## config.mk

```make
export PLATFORM = sky130hd
export DESIGN_NAME = serial_to_parallel
export DESIGN_NICKNAME = d
export VERILOG_FILES = /design/src/rtl/serial_to_parallel_pkg.sv /design/src/rtl/serial_to_parallel.sv
export SDC_FILE = /design/constraint.sdc
export NUM_CORES = 1
export LEC_CHECK = 0
export BUFFER_PORTS_ARGS = -buffer_cell sky130_fd_sc_hd__buf_2
export CAP_MARGIN = 10
export CORE_ASPECT_RATIO = 1.1
export CORE_UTILIZATION = 25
export DETAILED_ROUTE_END_ITERATION = 7
export PLACE_DENSITY_LB_ADDON = 0.08
export REMOVE_ABC_BUFFERS = 1
export SYNTH_ARGS = -nofsm -noshare
export SYNTH_HDL_FRONTEND = slang
export SYNTH_SLANG_ARGS = --single-unit
```

## constraint.sdc

```tcl
create_clock -name clk -period 4.4 [get_ports clk]
set_input_delay 0.66 -clock clk [delete_from_list [all_inputs] [get_ports clk]]
set_output_delay 0.66 -clock clk [all_outputs]
set_load 0.01 [all_outputs]
```

## src/rtl/serial_to_parallel_pkg.sv

```systemverilog
// Shared definitions for the serial-to-parallel receiver.
// Comma character, lock depth and alignment state encoding.
package serial_to_parallel_pkg;

   localparam logic [7:0] COM_CHAR_DEF   = 8'hBC;
   localparam int         LOCK_COUNT_DEF = 4;

   typedef enum logic [1:0] {
      HUNT   = 2'd0,
      SYNC   = 2'd1,
      ACTIVE = 2'd2
   } state_t;

endpackage

```

## src/rtl/serial_to_parallel.sv

```systemverilog
// Serial bit stream to byte deserializer with comma alignment.
// Hunts for COM_CHAR, locks after LOCK_COUNT aligned commas.
module serial_to_parallel
   import serial_to_parallel_pkg::*;
#(
   parameter logic [7:0] COM_CHAR   = COM_CHAR_DEF,
   parameter int         LOCK_COUNT = LOCK_COUNT_DEF
) (
   input  logic       clk,
   input  logic       reset,
   input  logic       data_in,
   output logic [7:0] data_out,
   output logic       valid_out,
   output logic       active
);

   localparam int CW = $clog2(LOCK_COUNT + 1);
   localparam logic [CW-1:0] LOCK_V = CW'(LOCK_COUNT);

   state_t          state;
   state_t          state_n;
   logic [7:0]      sr;
   logic [7:0]      cand;
   logic            is_com;
   logic            boundary;
   logic [2:0]      bit_cnt;
   logic [2:0]      bit_cnt_n;
   logic [CW-1:0]   com_cnt;
   logic [CW-1:0]   com_cnt_n;
   logic [7:0]      data_n;
   logic            valid_n;

   // The byte completed by the bit arriving at this edge.
   assign cand     = {sr[6:0], data_in};
   assign is_com   = (cand == COM_CHAR);
   assign boundary = (bit_cnt == 3'd7);

   // Free-running shift register, one bit per edge.
   always_ff @(posedge clk or negedge reset) begin
      if (!reset) sr <= '0;
      else        sr <= cand;
   end

   // Alignment decisions and byte delivery.
   always_comb begin
      state_n   = state;
      bit_cnt_n = bit_cnt;
      com_cnt_n = com_cnt;
      data_n    = data_out;
      valid_n   = 1'b0;
      case (state)
         HUNT: begin
            if (is_com) begin
               state_n   = SYNC;
               com_cnt_n = CW'(1);
               bit_cnt_n = 3'd0;
            end
         end
         SYNC: begin
            bit_cnt_n = bit_cnt + 3'd1;
            if (boundary) begin
               if (is_com) begin
                  if (com_cnt != LOCK_V)
                     com_cnt_n = com_cnt + CW'(1);
                  if (com_cnt_n == LOCK_V)
                     state_n = ACTIVE;
               end else begin
                  state_n   = HUNT;
                  com_cnt_n = '0;
                  bit_cnt_n = 3'd0;
               end
            end
         end
         ACTIVE: begin
            bit_cnt_n = bit_cnt + 3'd1;
            if (boundary) begin
               data_n  = cand;
               valid_n = !is_com;
            end
         end
         default: begin
            state_n   = HUNT;
            com_cnt_n = '0;
            bit_cnt_n = 3'd0;
         end
      endcase
   end

   // State, counters and registered outputs.
   always_ff @(posedge clk or negedge reset) begin
      if (!reset) begin
         state     <= HUNT;
         bit_cnt   <= 3'd0;
         com_cnt   <= '0;
         data_out  <= 8'h00;
         valid_out <= 1'b0;
         active    <= 1'b0;
      end else begin
         state     <= state_n;
         bit_cnt   <= bit_cnt_n;
         com_cnt   <= com_cnt_n;
         data_out  <= data_n;
         valid_out <= valid_n;
         active    <= (state_n == ACTIVE);
      end
   end

endmodule

```

==> flow_summary_export.csv <==
group,metric,value,unit
yosys,synthArstFlopShare,100,%
route,first_iter_violations,20,
yosys,synth_cell_types,30,
finish,final_cells,168,
floorplanning,initial_utilization,26.0,%
setup_path,critPathMaxStageDelay,0.47,ns
route,wl_per_cell,13.8,um
timing,rsz0062_at_grt,"false",
timing,finalHoldViolCount,0,
global_routing,grt_pass1_wl,3910,um
pwr,power_leakage,0.648,nW
setup_path,required,4.58,ns
timing,drv_slew,0,
yosys,synthMostInstantiatedCell,"dfrtp_1",
finish,antenna_cells,0,
cts,tritoncts,"yes",
yosys,synth_area,0.00120,mm^2
global_routing,grt_max_degree,26,
floorplanning,ioPinCount,13,
place,hpwl,1660,um
timing,clock.fmax,501,MHz
global_routing,track_usage,10.8,%
yosys,yosys.area_share.simple,12.0,%
yosys,synthMuxAreaShare,7.51,%
route,drc,0,
setup_path,critPathTopFamily,"compound AO/OA/AOI/OAI gates",
global_routing,antenna_found_initial,0,
yosys,synthTopCellsByArea,"dfrtp_1 52%, ha_1 9.4%, mux2_2 7.5%, inv_1 3.1%, nand2b_1 2.1%",
floorplanning,core,0.00462,mm^2
timing,relSlewSlack,53.7,%
route,via_per_inst,4.63,
timing,period_share,45.4,%
route,via_count,778,
setup_path,timing.critical_path.buf_inv,1,
setup_path,critical_path_class,"register to register",
yosys,synthXorXnorAreaFrac,0,%
timing,finalSetupViolCount,0,
timing,fin_setup_tns,0,ns
yosys,synth_ff_type,"dfrtp_1",
setup_path,crit_chain,"inv_1 > ha_1 > or3b_1 > a311oi_2 > o221ai_2 > a311oi_1",
cts,clk_latency,0.28,ns
route,antenna_left,0,
floorplanning,die_width,68.1,um
yosys,synthTopCellsByCount,"25 x dfrtp_1, 10 x inv_1, 9 x ha_1",
cts,clk_path_buf_depth,2,
finish,area_growth,15.0,%
yosys,synth_top_family_by_area,"compound AO/OA/AOI/OAI gates",
yosys,synthCells,96,
floorplanning,fp-row-count,26,
cts,clkTransAtPathRegs,0.11,ns
cts,htreeDepth,1,
cts,numCtsBuffers,3,
yosys,synth_top_area_share,52.1,%
finish,layout.nets,125,
timing,fin_skew,0.00801,ns
timing,finalCriticalPeriod,2.00,ns
cts,cts_setup_buffers,0,
yosys,yosysTopAreaCell,"dfrtp_1",
yosys,synth_compound_area_share,15.8,%
place,io_buffer_count,12,
floorplanning,fp.dieH,74.7,um
timing,layout_setup_ws,2.40,ns
place,pre_cts_ws,2.42,ns
place,finalWeightedCongestion,0.732,
run,max_cap_viol_count,0,
setup_path,end_kind,"register",
pwr,vdd_drop_max,0.0893,mV
global_routing,grt-ovfl-total,0,
route,wl,2310,um
yosys,synthAdderAreaFrac,9.38,%
pwr,power.density,323,mW/mm^2
cts,cts_hold_buf,0,
yosys,synth_seq_area_share,52.1,%
finish,drive_gt1_share,28.6,%
yosys,synth_area_per_cell,12.5,um^2
cts,cts-root-buf,"clkbuf_8",
cts,cts.sinks,25,
setup_path,worstSetupStartpointType,"register",
run_status,outcome,"completed",
yosys,synth-seq-cells,25,
cts,cts_resized,0,
pwr,power,0.445,mW
place,dpl.cell_count,164,
route,firstDrtPassIters,4,
global_routing,grt_pass1_vias,797,
yosys,synth_edf_count,0,
setup_path,critPathSlowestCell,"dfrtp_1",
floorplanning,fp.dieArea,0.00508,mm^2
setup_path,path_max_fanout,6,
timing,tightest_slew,0.687,ns
setup_path,arrival,2.18,ns
yosys,yosys_warnings,0,
min_path,min_path_type,"input pin to async pin",
## power breakdown
group	switching, mW	total, mW	internal (mW)
combinational	0.0312	0.0488	0.0176
sequential	0.00799	0.244	0.236
clock	0.0859	0.152	0.0665
total	0.125	0.445	0.320
## per-layer routing
layer	vias to the layer above	share of wire, %	global-route usage (%)
met1	384	49	15.0
met5	-	0	0
li1	381	-	-
met3	2	2.5	2.27
met4	0	1.2	4.17
met2	11	47	16.1
## sequential cells by signal, summed over array words and instances (netlist names)
name,cells
data_out,8
sr,7
com_cnt,3
valid_out,1
active,1
state,2
bit_cnt,3
## worst paths after layout
path                                                 to  slack [ns]  cells after the start                   start
min in group clk                        sr[2]$_DFF_PN0_        0.41                      0         sr[1]$_DFF_PN0_
worst min register to register          sr[2]$_DFF_PN0_        0.41                      0         sr[1]$_DFF_PN0_
worst max-delay path                   active$_DFF_PN0_        2.40                      6  com_cnt[0]$_DFFE_PN0P_
worst max register to register         active$_DFF_PN0_        2.40                      6  com_cnt[0]$_DFFE_PN0P_
max in group asynchronous            state[1]$_DFF_PN0_        3.66                      1                   reset
worst min-delay path            data_out[5]$_DFFE_PN0P_        0.36                      1                   reset
## per-stage QoR
step / hold slack [ns] / util, % / cell area [um^2]
after floorplan: 0.364 / - / 1200
after global placement: 0.386 / 28.8 / 1330
after detailed placement: 0.391 / 28.8 / 1330
after CTS: 0.393 / 29.9 / 1380
after global routing: 0.405 / 29.9 / 1380
final: 0.359 / 29.9 / 1380
## cells in the final DEF, fill, tap and decap left out, drive strengths merged, types with 2 or more instances in the layout
cell type | netlist | final
nor2 | 2 | 2
mux2 | 8 | 8
a31oi | 2 | 2
dfrtp | 25 | 25
o22ai | 2 | 2
ha | 9 | 9
a21oi | 4 | 4
clkbuf | 0 | 3
nand2b | 4 | 4
inv | 10 | 11
buf | 0 | 12
a311oi | 2 | 2
nand2 | 6 | 6
o21ai | 5 | 5
## final cells by class
type	instances	area, um^2
clock buffer	3	41.3
clock inverter	1	8.76
fill	490	3240
inverter	10	37.5
multi-input combinational	61	537
sequential	25	626
tap	56	70.1
timing repair buffer	12	60.1
## cell families (layout without fill, tap and decap cells)
group | after synthesis | in the layout
simple gates | 20 | 20
buf+inv | 10 | 26
compound gates | 24 | 24
fa+ha+maj | 9 | 9
flops | 25 | 25
mux | 8 | 8
(Power assumes the default switching activity.)
